<file path="config.mk">
export PLATFORM = sky130hd
export DESIGN_NAME = ps_bigreg_collector
export DESIGN_NICKNAME = d
export VERILOG_FILES = /design/src/rtl/ps_bigreg_collector.sv
export SDC_FILE = /design/constraint.sdc
export NUM_CORES = 1
export LEC_CHECK = 0
export CAP_MARGIN = 20
export CORE_MARGIN = 2
export CORE_UTILIZATION = 25
export DETAILED_ROUTE_END_ITERATION = 16
export PLACE_DENSITY_LB_ADDON = 0.1
export SETUP_SLACK_MARGIN = 0.1
export SYNTH_ARGS = -nofsm -noshare
export SYNTH_HDL_FRONTEND = slang
export SYNTH_SLANG_ARGS = --single-unit
</file>
<file path="constraint.sdc">
create_clock -name clk -period 3.9 [get_ports clk]
set_input_delay 0.39 -clock clk [delete_from_list [all_inputs] [get_ports clk]]
set_output_delay 0.39 -clock clk [all_outputs]
set_load 0.1 [all_outputs]
</file>
<file path="src/rtl/ps_bigreg_collector.sv">
// PS_BIGREG collector: assembles SAMPLES mem-map words into one wide register,
// commits it on a VALID_ID write into a small FIFO read by RTL consumers.
module ps_bigreg_collector #(
   parameter int unsigned MEM_SIZE     = 256,
   parameter int unsigned WORD_WIDTH   = 16,
   parameter int unsigned BIGREG_WIDTH = 256,
   parameter int unsigned BASE_ID      = 33,
   parameter int unsigned DEPTH        = 4,
   parameter int unsigned STRICT       = 1,
   localparam int unsigned IDW         = $clog2(MEM_SIZE),
   localparam int unsigned SAMPLES     = BIGREG_WIDTH / WORD_WIDTH,
   localparam int unsigned VALID_ID    = BASE_ID + SAMPLES,
   localparam int unsigned CW          = $clog2(DEPTH + 1)
) (
   input  logic                    clk,
   input  logic                    rst_n,
   input  logic                    wr_en,
   input  logic [IDW-1:0]          wr_id,
   input  logic [WORD_WIDTH-1:0]   wr_data,
   output logic                    wr_resp_valid,
   output logic [1:0]              wr_resp,
   output logic [SAMPLES:0]        fresh,
   output logic [BIGREG_WIDTH-1:0] bigreg_data,
   output logic                    bigreg_valid,
   input  logic                    bigreg_ready,
   output logic [CW-1:0]           pending,
   output logic [7:0]              reject_cnt
);

   localparam int unsigned PW        = (DEPTH > 1) ? $clog2(DEPTH) : 1;
   localparam logic [1:0]  RESP_OKAY = 2'b00;
   localparam logic [1:0]  RESP_SLV  = 2'b10;

   if ((BIGREG_WIDTH % WORD_WIDTH) != 0) begin : g_err_width
      $error("BIGREG_WIDTH must be a multiple of WORD_WIDTH");
   end
   if (VALID_ID >= MEM_SIZE) begin : g_err_range
      $error("VALID_ID falls outside the mem-map");
   end

   logic [BIGREG_WIDTH-1:0] r_staging;
   logic [SAMPLES:0]        r_fresh;
   logic [BIGREG_WIDTH-1:0] r_mem [DEPTH];
   logic [PW-1:0]           r_wr_ptr;
   logic [PW-1:0]           r_rd_ptr;
   logic [CW-1:0]           r_count;
   logic                    r_resp_valid;
   logic [1:0]              r_resp;
   logic [7:0]              r_reject_cnt;

   logic           w_word_hit;
   logic           w_commit;
   logic [IDW-1:0] w_idx;
   logic           w_all_fresh;
   logic           w_pop;
   logic           w_full;
   logic           w_accept;
   logic           w_reject;

   // Pointer advance with wrap at DEPTH (DEPTH need not be a power of two)
   function automatic logic [PW-1:0] f_ptr_inc(input logic [PW-1:0] p);
      return (p == PW'(DEPTH - 1)) ? '0 : p + PW'(1);
   endfunction

   // Decode and commit decision, all against pre-edge state
   always_comb begin
      w_word_hit  = wr_en && (wr_id >= IDW'(BASE_ID)) && (wr_id < IDW'(VALID_ID));
      w_commit    = wr_en && (wr_id == IDW'(VALID_ID));
      w_idx       = wr_id - IDW'(BASE_ID);
      w_all_fresh = &r_fresh[SAMPLES-1:0];
      w_pop       = (r_count != '0) && bigreg_ready;
      w_full      = (r_count == CW'(DEPTH));
      w_accept    = w_commit && ((STRICT == 0) || w_all_fresh) && (!w_full || w_pop);
      w_reject    = w_commit && !w_accept;
   end

   always_ff @(posedge clk or negedge rst_n) begin
      if (!rst_n) begin
         r_staging <= '0;
      end else begin
         for (int k = 0; k < int'(SAMPLES); k++) begin
            if (w_word_hit && (w_idx == IDW'(k))) begin
               r_staging[k*WORD_WIDTH +: WORD_WIDTH] <= wr_data;
            end
         end
      end
   end

   // Word bits track staging; the top bit flags the cycle after an accepted commit
   always_ff @(posedge clk or negedge rst_n) begin
      if (!rst_n) begin
         r_fresh <= '0;
      end else if (w_accept) begin
         r_fresh <= {1'b1, {SAMPLES{1'b0}}};
      end else begin
         r_fresh[SAMPLES] <= 1'b0;
         for (int k = 0; k < int'(SAMPLES); k++) begin
            if (w_word_hit && (w_idx == IDW'(k))) begin
               r_fresh[k] <= 1'b1;
            end
         end
      end
   end

   always_ff @(posedge clk or negedge rst_n) begin
      if (!rst_n) begin
         for (int d = 0; d < int'(DEPTH); d++) begin
            r_mem[d] <= '0;
         end
         r_wr_ptr <= '0;
         r_rd_ptr <= '0;
         r_count  <= '0;
      end else begin
         if (w_accept) begin
            r_mem[r_wr_ptr] <= r_staging;
            r_wr_ptr        <= f_ptr_inc(r_wr_ptr);
         end
         if (w_pop) begin
            r_rd_ptr <= f_ptr_inc(r_rd_ptr);
         end
         case ({w_accept, w_pop})
            2'b10:   r_count <= r_count + CW'(1);
            2'b01:   r_count <= r_count - CW'(1);
            default: r_count <= r_count;
         endcase
      end
   end

   // Response strobe one cycle after any in-range write; code holds between strobes
   always_ff @(posedge clk or negedge rst_n) begin
      if (!rst_n) begin
         r_resp_valid <= 1'b0;
         r_resp       <= RESP_OKAY;
         r_reject_cnt <= '0;
      end else begin
         r_resp_valid <= w_word_hit || w_commit;
         if (w_reject) begin
            r_resp <= RESP_SLV;
         end else if (w_word_hit || w_accept) begin
            r_resp <= RESP_OKAY;
         end
         if (w_reject && (r_reject_cnt != 8'hFF)) begin
            r_reject_cnt <= r_reject_cnt + 8'd1;
         end
      end
   end

   assign wr_resp_valid = r_resp_valid;
   assign wr_resp       = r_resp;
   assign fresh         = r_fresh;
   assign bigreg_data   = r_mem[r_rd_ptr];
   assign bigreg_valid  = (r_count != '0);
   assign pending       = r_count;
   assign reject_cnt    = r_reject_cnt;

endmodule

</file>
# After elaboration in Yosys (flattened, before gate mapping)
# Cells that the tools add are included.
# W data, S select, Z words.
# classes
div_mod_pow	0
addsub	6
reduce_logical	51
n_bitwise	2
order_cmp	5
shifts	0
n_mux	28
eq_ne	22
multipliers	0
# ops
op	n
$bwmux W1024	1
$mux W256	3
$bmux W256 S2	1
$demux W256 S2	1
$eq A8 B4 Y1 const B	8
$reduce_bool A2 Y1	18
$eq A8 B3 Y1 const B	4
$logic_and A1 B1 Y1	25
$mux W17	1
$eq A8 B2 Y1 const B	2
$mux W1	16
$reduce_and A16 Y1	1
$add A8 B1 Y8 const B	1
$eq A8 B1 Y1 const B	1
$eq A8 B6 Y1 const B	1
$ge A8 B6 Y1 const B	1
$logic_not A8 Y1	1
$lt A8 B6 Y1 const B	1
$mux W2	4
$ne A8 B8 Y1 const B	1
$sub A8 B6 Y8 const B	1
$eq A2 B2 Y1 const B	3
$ge A3 B3 Y1 const B	2
$not A2 Y3	2
other kinds (10)	14
# word_totals
latch_bits	0
rom_bits	0
out_inout_bits	288
mem_bits_rw	0
mem_count	0
inputBits	28
ff_bits	1315
elab_cells	157

# Longest topological paths before layout
# Gate-level depths: netlist of run 1.
# logic_depth
depth_word	7
depth_mapped	11
depth_no_buf	11

# Least setup slack after synthesis of run 1
# Ideal clock, no wire load.
# synth_path
path_kind	reg2reg
startpoint	register r_count[0], in the netlist pending[0]
endpoint	register r_count[2], in the netlist pending[2]
n_path_buf	0
synth_period_minus_slack_ps	3179
path_stages_with_launch	10
slack_ps	721
t_required_ps	3737
setup_ps	163
t_arrival_ps	3016
path_cell_list	dfrtp_1 > or3_1 > nand2_1 > inv_1 > ha_1 > inv_1 > fa_1 > xor2_1 > nor2_1 > xor2_1
# synth_between
elab_chain_cells	6
word_cells_on_any_way	12
cone_classes	add/sub: 2; eq/ne: 3; mux: 1; reduce/logical: 6
# synth_lines
item	line_no	source
start, declared	46	logic [CW-1:0] r_count;
start signal, assigned	122	2'b10: r_count <= r_count + CW'(1);
start signal, assigned	123	2'b01: r_count <= r_count - CW'(1);
start signal, assigned	124	default: r_count <= r_count;
$reduce_bool A3 Y1 *	-	
named net bigreg_valid	24	output logic bigreg_valid,
$logic_and A1 B1 Y1 *	71	w_pop = (r_count != '0) && bigreg_ready;
named net w_pop	55	logic w_pop;
$logic_or A1 B1 Y1	73	w_accept = w_commit && ((STRICT == 0) || w_all_fresh) && (!w_full || w_pop);
$logic_and A1 B1 Y1	73	
$eq A2 B1 Y1 or $eq A2 B2 Y1 (tied branches)	121	case ({w_accept, w_pop})
$pmux W3 S2 or $reduce_bool A2 Y1 (tied branches)	-	
# Mark *: on every way through the listed nets, which the timed path passes. The rest lies on a longest branch.
# A chain may end at the register's enable or synchronous reset.

# Worst setup path in the final report of run 1
# layout_path
startpoint	register r_rd_ptr[0]
endpoint	output bigreg_data[243]
# layout_between
elab_chain_cells	4
# layout_lines
item	line_no	source
start, declared	45	logic [PW-1:0] r_rd_ptr;
start signal, assigned	119	r_rd_ptr <= f_ptr_inc(r_rd_ptr);
$not A2 Y3 (not written as such)	151	assign bigreg_data = r_mem[r_rd_ptr];
$bmux W256 S2	151	
$mux W256 (not written as such) (2 in a row)	151	
end, declared	23	output logic [BIGREG_WIDTH-1:0] bigreg_data,
# Every way passes these cells. The select of a mux whose other input is x is not followed.

==> reports/results.ini, run 1 <==
[die]
die-area_sq_um=223000
io_pins=316
dieHeight_microns=473
die_x_microns=473
core_area_sq_um=218000
initial_core_util=0.252
row_count=171

[synthesis]
synthSimpleGateAreaFrac=0.00809
syn_area_sq_um=54900
yosysTopAreaCellShare=0.599
synthArstFlopShare=1.00
synth_mux_area_frac=0.368
synth_most_common_cell=dfrtp_1
yosysTopAreaCell=dfrtp_1
ys.warnings.count=0
synth_fa_ha_area_frac=0.00196
synth_cell_types=42
syn_avg_cell_area_sq_um=17.1
synth_compound_area_frac=0.00198
netlist_instances=3203
synth_top_family_by_area=multiplexers
synth_edf_count=0
synth_area_leaders=dfrtp_1 (60%), mux2_2 (20%), mux4_2 (11%), mux2_1 (6.3%), buf_2 (1.2%)
synth-xor-area-share=0.00144
synth.net_count=3239
synth-seq-area-share=0.599
synth-seq-cells=1314
synth_common_cells=dfrtp_1 (1314), mux2_2 (976), mux2_1 (306), mux4_2 (256), buf_2 (128)
synth_ff_type=dfrtp_1

[worst_hold_path]
hp-class=in -> async

[worst_setup_path]
critPathKind=reg -> out
cp-start-kind=flip-flop
r2r_setup_slack_ns=0.96
crit_path_end_kind=primary output
startpoint=r_rd_ptr[0]
crit_fanout=20
arrival_ns=3.09
reg2reg_depth=8
r2r_start=fresh[14]
critical_path_required_ns=3.51

[clock_tree]
htreeDepth=4
post-cts-setup-buffer-count=0
max-clock-path-buffers=3
cts_buffers=161
path_clk_slew_ns=0.06
cts_tree=done
cts_resized=0
clk_latency_ns=0.81
cts_root_buf=clkbuf_16
clkSinkCount=1314

[placement]
placedInstanceArea_sq_um=61600
place_congestion=0.699
placedCellCount=6283
dp_hpwl_microns=101000
portBuffers=314

[detailed_routing]
wl_met2_microns=79600
vias=29800
met3_length_microns=6750
detail_route.first_pass.iterations=4
viasPerCell=4.53
top_layer=met4
drtIter0Drc=1384
drc=0
routed_wl_microns=168000
ant_nets=0
routedWlPerCell_microns=25.5
wl_met1_microns=77600

[sta]
setup_tns_ns=0
hold_violations=0
min_period_over_period=0.893
whs_ns=0.163
fin_skew_ns=0.0302
drv_slew=0
worst_slew_pin_slew_ns=1.02
max_freq_mhz=287
max_slew_margin=0.319
setup_viol=0
min_period_ns=3.48
rsz0062_at_grt=false

[layout]
multi_input_area_sq_um=21000
fin_area_sq_um=67000
fin_cells=6580
area_delta_synth_final_pct=22.0
ff_latch_area_sq_um=32900
final_layout_size_suffix_gt1_frac=0.509
final_nets=3630
n_fill_cell=21400

[power_and_ir_drop]
powerDensity_nw_per_um2=498
p_leak_uw=0.0333
ir_drop_uv=413

[global_route]
grt_pass1_wl_microns=245000
grt_pass1_vias=32300
gr-usage-all-layers=0.151
grt_max_degree=145
grt_antenna_before_repair=24
grt_overflow_total=0

[outcome]
status=finished clean

[run]
maxCapViolations=0

## metrics by stage
stage	setup WS, ns	util	power [uW]
2_1_floorplan	0.721	-	16700
3_3_place_gp	0.742	0.283	18600
3_5_place_dp	0.712	0.283	18600
4_1_cts	0.235	0.308	34200
5_1_grt	0.200	0.308	34900
6_report	0.416	0.308	33400
## kinds of logic (layout without fill, tap and decap cells)
logic type                 after synthesis  in the layout
other                                    1              6
and+or+nand+nor                         79             79
xor gates and xnor gates                 9              9
muxes                                 1539           1539
buffers and inverters                  233            751
DFF                                   1314           1314
AOI/OAI and AO/OA                       20             20
adders and majority gates                8              8
## final timing paths
path / to
setup / recovery: bigreg_data[243]
hold / removal: r_mem[348]
setup reg to reg: r_mem[814]
hold reg to reg: r_mem[199]
max in group asynchronous: r_mem[989]
min in group clk: r_staging[222]
## area by class of cell
| class | count | share of cell area |
|---|---|---|
| sequential | 1314 | 0.491 |
| multi-input combinational | 1656 | 0.314 |
| clock buffer | 248 | 0.0715 |
| timing repair buffer | 441 | 0.0603 |
| tap | 2854 | 0.0533 |
| clock inverter | 42 | 0.00869 |
| inverter | 20 | 0.00112 |
| antenna | 5 | 0.000187 |
## critical path: stages, from the launching register on
cell	delay, ns
dfrtp_4	0.70
buf_12	0.30
buf_4	0.35
mux4_2	0.61
buf_4	0.26
## registers in the layout, summed over array words and instances (netlist names)
name,cells
wr_resp,1
fresh,17
pending,3
wr_resp_valid,1
r_staging,256
r_rd_ptr,2
r_mem,1024
r_wr_ptr,2
reject_cnt,8
## placed cells by master, fill, tap and decap left out, types with 4 or more instances in the layout
cell type,Yosys,final
a21oi_1,14,14
buf_12,0,52
buf_2,128,16
buf_4,1,333
bufinv_16,0,8
clkbuf_1,65,44
clkbuf_16,0,161
clkbuf_8,0,43
clkdlybuf4s50_1,0,37
clkinv_2,0,19
dfrtp_1,1314,1312
diode_2,0,5
ha_1,7,7
inv_1,20,20
inv_16,0,9
mux2_1,306,306
mux2_2,976,976
mux4_2,256,256
nand2_1,13,9
nand2_4,0,4
nand3_1,11,10
nand4_1,9,9
nor2_1,18,17
xnor2_1,7,7
## where the power goes
group / switching (uW) / internal, uW
sequential: 310 / 13800
clock: 6220 / 9020
combinational: 2450 / 1560
## timing repair
item | 4_1_cts | 5_1_grt
hold endpoints to repair | 360 | 0
hold buffers | 2 | 0
setup endpoints to repair | 0 | 0
## routing by layer
| metal | global-route usage | vias to the layer above |
|---|---|---|
| met2 | 0.241 | 540 |
| met1 | 0.208 | 16400 |
| met3 | 0.0293 | 199 |
| li1 | - | 12700 |
| met5 | 0 | - |
| met4 | 0.0421 | 0 |
(Power assumes the default switching activity.)
==> run 2: changes to the inputs <==
--- a/config.mk
+++ b/config.mk
@@ -11,6 +11,7 @@
 export DETAILED_ROUTE_END_ITERATION = 16
 export PLACE_DENSITY_LB_ADDON = 0.1
 export SETUP_SLACK_MARGIN = 0.1
+export SLEW_MARGIN = 20
 export SYNTH_ARGS = -nofsm -noshare
 export SYNTH_HDL_FRONTEND = slang
 export SYNTH_SLANG_ARGS = --single-unit
==> constraint.sdc (replaced) <==
create_clock -name clk -period 3.9 [get_ports clk]
set_input_delay 0.39 -clock clk [delete_from_list [all_inputs] [get_ports clk]]
set_output_delay 0.39 -clock clk [all_outputs]
set_load 0.01 [all_outputs]
==> reports/results.ini, run 2 (same netlist as run 1, synthesis figures left out) <==
[power_and_ir_drop]
p_leak_uw=0.0329  ; -1.2%
switchingPower_uw=8860  ; -1.3%
p_sw_frac=0.263  ; -0.00590
p_seq_frac=0.419  ; -0.004
powerDensity_nw_per_um2=495  ; -0.61%
clockPowerShare=0.467  ; +0.010
ir_drop_uv=415  ; +0.44%
p_int_uw=24800  ; +1.7%
pwr-share-comb=0.114  ; -0.006

[clock_tree]
cts_buffers=162  ; +0.62%
clkSinkCount=1314  ; unchanged
htreeDepth=4  ; unchanged
cts_root_buf=clkbuf_16
clk_latency_ns=0.82  ; about the same
cts_tree=done
cts_resized=0  ; unchanged
max-clock-path-buffers=3  ; unchanged
path_clk_slew_ns=0.06  ; about the same

[sta]
max_freq_mhz=289  ; +0.80%
fin_skew_ns=0.0378  ; +0.00759 ns
setup_viol=0  ; unchanged
hold_violations=0  ; unchanged
whs_ns=0.164  ; +0.000486 ns
min_period_over_period=0.886  ; -0.00706
drv_slew=0  ; unchanged
max_slew_margin=0.354  ; +0.0353
worst_slew_pin_slew_ns=0.969  ; -0.0497 ns
min_period_ns=3.46  ; -0.0275 ns
setup_tns_ns=0  ; unchanged
rsz0062_at_grt=false

[die]
io_pins=316  ; unchanged
core_area_sq_um=218000  ; unchanged
row_count=171  ; unchanged
initial_core_util=0.252  ; unchanged
die_x_microns=473  ; unchanged
die-area_sq_um=223000  ; unchanged
dieHeight_microns=473  ; unchanged

[detailed_routing]
ant_nets=0  ; unchanged
routed_wl_microns=167000  ; -0.29%
viasPerCell=4.50  ; -0.68%
vias=29700  ; -0.44%
drc=0  ; unchanged
drtIter0Drc=1387  ; +0.22%
detail_route.first_pass.iterations=4  ; unchanged
routedWlPerCell_microns=25.4  ; -0.54%

[placement]
place_congestion=0.692  ; -1.0%
dp_hpwl_microns=102000  ; +0.45%
portBuffers=314  ; unchanged

[worst_setup_path]
arrival_ns=3.07  ; -0.02 ns
crit_fanout=44  ; +120%
critical_path_required_ns=3.51  ; about the same
cp-start-kind=flip-flop
crit_path_end_kind=primary output
critPathKind=reg -> out

[layout]
top_register=r_mem
n_fill_cell=21200  ; -1.1%
largest_register_ffs=1024  ; unchanged
final_common_cell=dfrtp_1
multi_input_area_sq_um=21000  ; unchanged
final_layout_size_suffix_gt1_frac=0.442  ; -0.0670
layout_common_cells=dfrtp_1 (1312), mux2_2 (976), mux2_1 (306)
final_nets=3646  ; +0.44%
area_delta_synth_final_pct=23.9
ff_latch_area_sq_um=32900  ; unchanged

[global_route]
grt_pass1_vias=32400  ; +0.18%
grt_antenna_before_repair=22  ; -8.3%
grt_pass1_wl_microns=245000  ; -0.11%
gr-usage-all-layers=0.151  ; about the same
grt_max_degree=123  ; -15%
grt_overflow_total=0  ; unchanged

[outcome]
status=finished clean

[run]
maxCapViolations=0  ; unchanged

[worst_hold_path]
hp-class=in -> reg

## run 2: cell type report
cell class | instances | area share
flip-flops and latches | 1314 | 0.484
multi-input cells | 1656 | 0.309
repair buffers | 456 | 0.0702
clock buffers | 242 | 0.0700
well taps | 2854 | 0.0525
clock inverters | 47 | 0.0129
inverters | 20 | 0.00110
diodes | 7 | 0.000258
## run 2: critical path, stage by stage, from the launching register on
cell and delay (ns):
dfrtp_4 0.51, buf_12 0.14, buf_12 0.34, mux4_2 0.66
clkdlybuf4s50_1 0.53
## run 2: worst paths after layout
kind	startpoint	to	slack (ns)	depth (start not counted)
max in group asynchronous	rst_n	r_mem[484]	2.42	4
worst min register to register	r_mem[440]	r_mem[440]	0.48	1
worst max-delay path	r_rd_ptr[0]	bigreg_data[39]	0.44	4
worst min-delay path	wr_data[14]	r_staging[190]	0.16	2
worst max register to register	fresh[14]	r_mem[106]	0.92	8
min in group asynchronous	rst_n	r_mem[524]	0.19	2
## run 2: power groups by stage
| stage | registers (uW) | clock network, uW | logic, uW |
|---|---|---|---|
| 2_1_floorplan | 14200 | 0 | 2290 |
| 3_3_place_gp | 14400 | 0 | 3960 |
| 3_5_place_dp | 14400 | 0 | 3960 |
| 4_1_cts | 14100 | 16300 | 4040 |
| 5_1_grt | 14100 | 16900 | 4200 |
| 6_report | 14100 | 15700 | 3850 |
## run 2: metrics by stage
stage	utilization	instance area [sq um]	setup WS [ns]	power [uW]	instances
CTS	0.312	68000	0.282	34500	6589
finish	0.312	68000	0.443	33700	6596
floorplan	-	54900	1.47	16500	3203
global route	0.312	68000	0.260	35200	6592
detailed placement	0.286	62300	0.484	18400	6295
global placement	0.286	62300	0.480	18400	6295
## run 2: routing by layer
metal,GRT usage,wire (microns)
met1,0.211,78300
met2,0.241,78800
met3,0.0240,5990
met4,0.0448,4150
met5,0,0
## run 2: what timing repair did
item                       CTS  global route
hold buffers                 1             0
setup endpoints to repair    1             0
buffers inserted             4             0
hold endpoints to repair   260             0
==> run 3: changes to the inputs <==
==> constraint.sdc (replaced) <==
create_clock -name clk -period 3.9 [get_ports clk]
set_input_delay 0.39 -clock clk [delete_from_list [all_inputs] [get_ports clk]]
set_output_delay 0.39 -clock clk [all_outputs]
set_load 0.05 [all_outputs]
==> reports/results.ini, run 3 (same netlist as run 1, synthesis figures left out) <==
[layout]
multi_input_area_sq_um=21000  ; unchanged
top_register=r_mem
largest_register_ffs=1024  ; unchanged
utilization=0.311  ; -0.00147
fin_area_sq_um=67700  ; -0.47%
final_common_cell=dfrtp_1
n_fill_cell=21300  ; +0.53%
final_nets=3652  ; +0.16%
final_layout_size_suffix_gt1_frac=0.442  ; about the same
ff_latch_area_sq_um=32900  ; unchanged
area_delta_synth_final_pct=23.3
layout_common_cells=dfrtp_1 (1312), mux2_2 (976), mux2_1 (306)

[detailed_routing]
vias=29900  ; +0.82%
viasPerCell=4.54  ; +0.84%
ant_nets=0  ; unchanged
detail_route.first_pass.iterations=5  ; +1
routedWlPerCell_microns=25.4  ; about the same
routed_wl_microns=167000  ; about the same
drc=0  ; unchanged
drtIter0Drc=1271  ; -8.4%

[sta]
min_period_over_period=0.946  ; +0.0597
min_period_ns=3.69  ; +0.233 ns
drv_slew=0  ; unchanged
fin_skew_ns=0.0352  ; -0.00260 ns
setup_viol=0  ; unchanged
max_freq_mhz=271  ; -6.3%
rsz0062_at_grt=true
whs_ns=0.238  ; +0.0740 ns
hold_violations=0  ; unchanged
worst_slew_pin_slew_ns=1.02  ; +0.0518 ns
max_slew_margin=0.319  ; -0.0345
setup_tns_ns=0  ; unchanged

[clock_tree]
path_clk_slew_ns=0.06  ; about the same
cts_root_buf=clkbuf_16
cts_tree=done
clk_latency_ns=0.82  ; about the same
clkSinkCount=1314  ; unchanged
max-clock-path-buffers=3  ; unchanged
htreeDepth=4  ; unchanged
post-cts-setup-buffer-count=0  ; -4
cts_buffers=161  ; -0.62%

[power_and_ir_drop]
p_leak_uw=0.0333  ; +1.3%
powerDensity_nw_per_um2=487  ; -1.6%
ir_drop_uv=433  ; +4.3%

[global_route]
grt_max_degree=107  ; -13%
grt_antenna_before_repair=29  ; +32%
grt_overflow_total=0  ; unchanged
grt_pass1_wl_microns=246000  ; +0.79%
gr-usage-all-layers=0.152  ; +0.000720
grt_pass1_vias=32700  ; +0.96%

[die]
io_pins=316  ; unchanged
core_area_sq_um=218000  ; unchanged
die_x_microns=473  ; unchanged
die-area_sq_um=223000  ; unchanged
dieHeight_microns=473  ; unchanged
initial_core_util=0.252  ; unchanged
row_count=171  ; unchanged

[worst_setup_path]
max_stage_delay_ns=0.73  ; +0.07 ns
critPathKind=reg -> out
crit_chain=buf_12 > mux4_2 > clkdlybuf4s50_1
arrival_ns=3.30  ; +0.23 ns
cp-start-kind=flip-flop
crit_path_end_kind=primary output
crit_slowest_cell=clkdlybuf4s50_1
path_buf_inv=2  ; -1
crit_fanout=43  ; -2.3%
critPathTopFamily=buffers and inverters
critical_path_required_ns=3.51  ; about the same

[placement]
place_congestion=0.696  ; +0.49%
placedInstanceArea_sq_um=62400  ; +0.25%
dp_hpwl_microns=102000  ; about the same
portBuffers=314  ; unchanged

[outcome]
status=finished clean

[worst_hold_path]
hp-class=in -> reg

[run]
maxCapViolations=0  ; unchanged

run 3: changes by cell type in the layout (fill, tap and decap cells not counted), moves of 4 or more:
cell             before  now
bufinv_16            14    7
clkinv_16            10    4
clkbuf_8             36   32
clkinv_2             16   20
dlymetal6s2s_1        0    8
dlygate4sd2_1         0   78
buf_12               49   54
clkdlybuf4s50_1     297  210
run 3: path summary, 6_finish.rpt:
| kind | end | cells after the start | from | slack, ns |
|---|---|---|---|---|
| setup / recovery | bigreg_data[200] | 3 | r_rd_ptr[0] | 0.21 |
| hold / removal | r_staging[245] | 2 | wr_data[5] | 0.24 |
| setup reg to reg | r_mem[222] | 8 | fresh[14] | 0.98 |
| hold reg to reg | r_mem[47] | 1 | r_mem[47] | 0.48 |
| max in group asynchronous | r_staging[201] | 3 | rst_n | 2.42 |
| min in group asynchronous | r_mem[100] | 2 | rst_n | 0.27 |
run 3: final cells by class:
cell class | instances | area share
multi-input cells | 1656 | 0.311
repair buffers | 463 | 0.0713
well taps | 2854 | 0.0528
inverters | 20 | 0.00111
flip-flops and latches | 1314 | 0.486
clock inverters | 45 | 0.00899
clock buffers | 236 | 0.0688
diodes | 7 | 0.000259
run 3: metrics by stage:
step	std cells	setup slack, ns	power, uW
finish	6595	0.210	33000
CTS	6588	0.0613	33800
global route	6590	0.0583	34500
detailed placement	6305	0.585	18500
global placement	6305	0.571	18500
floorplan	3203	1.26	16600
run 3: power by group:
part / leakage [uW] / switching (uW) / internal (uW)
logic: 0.0126 / 2380 / 1610
clock network: 0.00257 / 6150 / 8750
registers: 0.0182 / 274 / 13800
run 3: repair_timing:
| action | 4_1_cts | 5_1_grt |
|---|---|---|
| hold buffers | 2 | 0 |
| gates resized for setup | 79 | 8 |
| endpoints found under the setup margin | 108 | 44 |
| gates cloned | 0 | 0 |
| endpoints found under the hold margin | 78 | 0 |
run 3: metal layers:
metal / wire, microns / global-route usage / up-vias / share of wire
met1: 79100 / 0.213 / 16500 / 0.47
li1: - / - / 12700 / -
met3: 5630 / 0.0225 / 180 / 0.034
met4: 2980 / 0.0367 / 0 / 0.018
met5: 0 / 0 / - / 0
met2: 79700 / 0.245 / 543 / 0.48
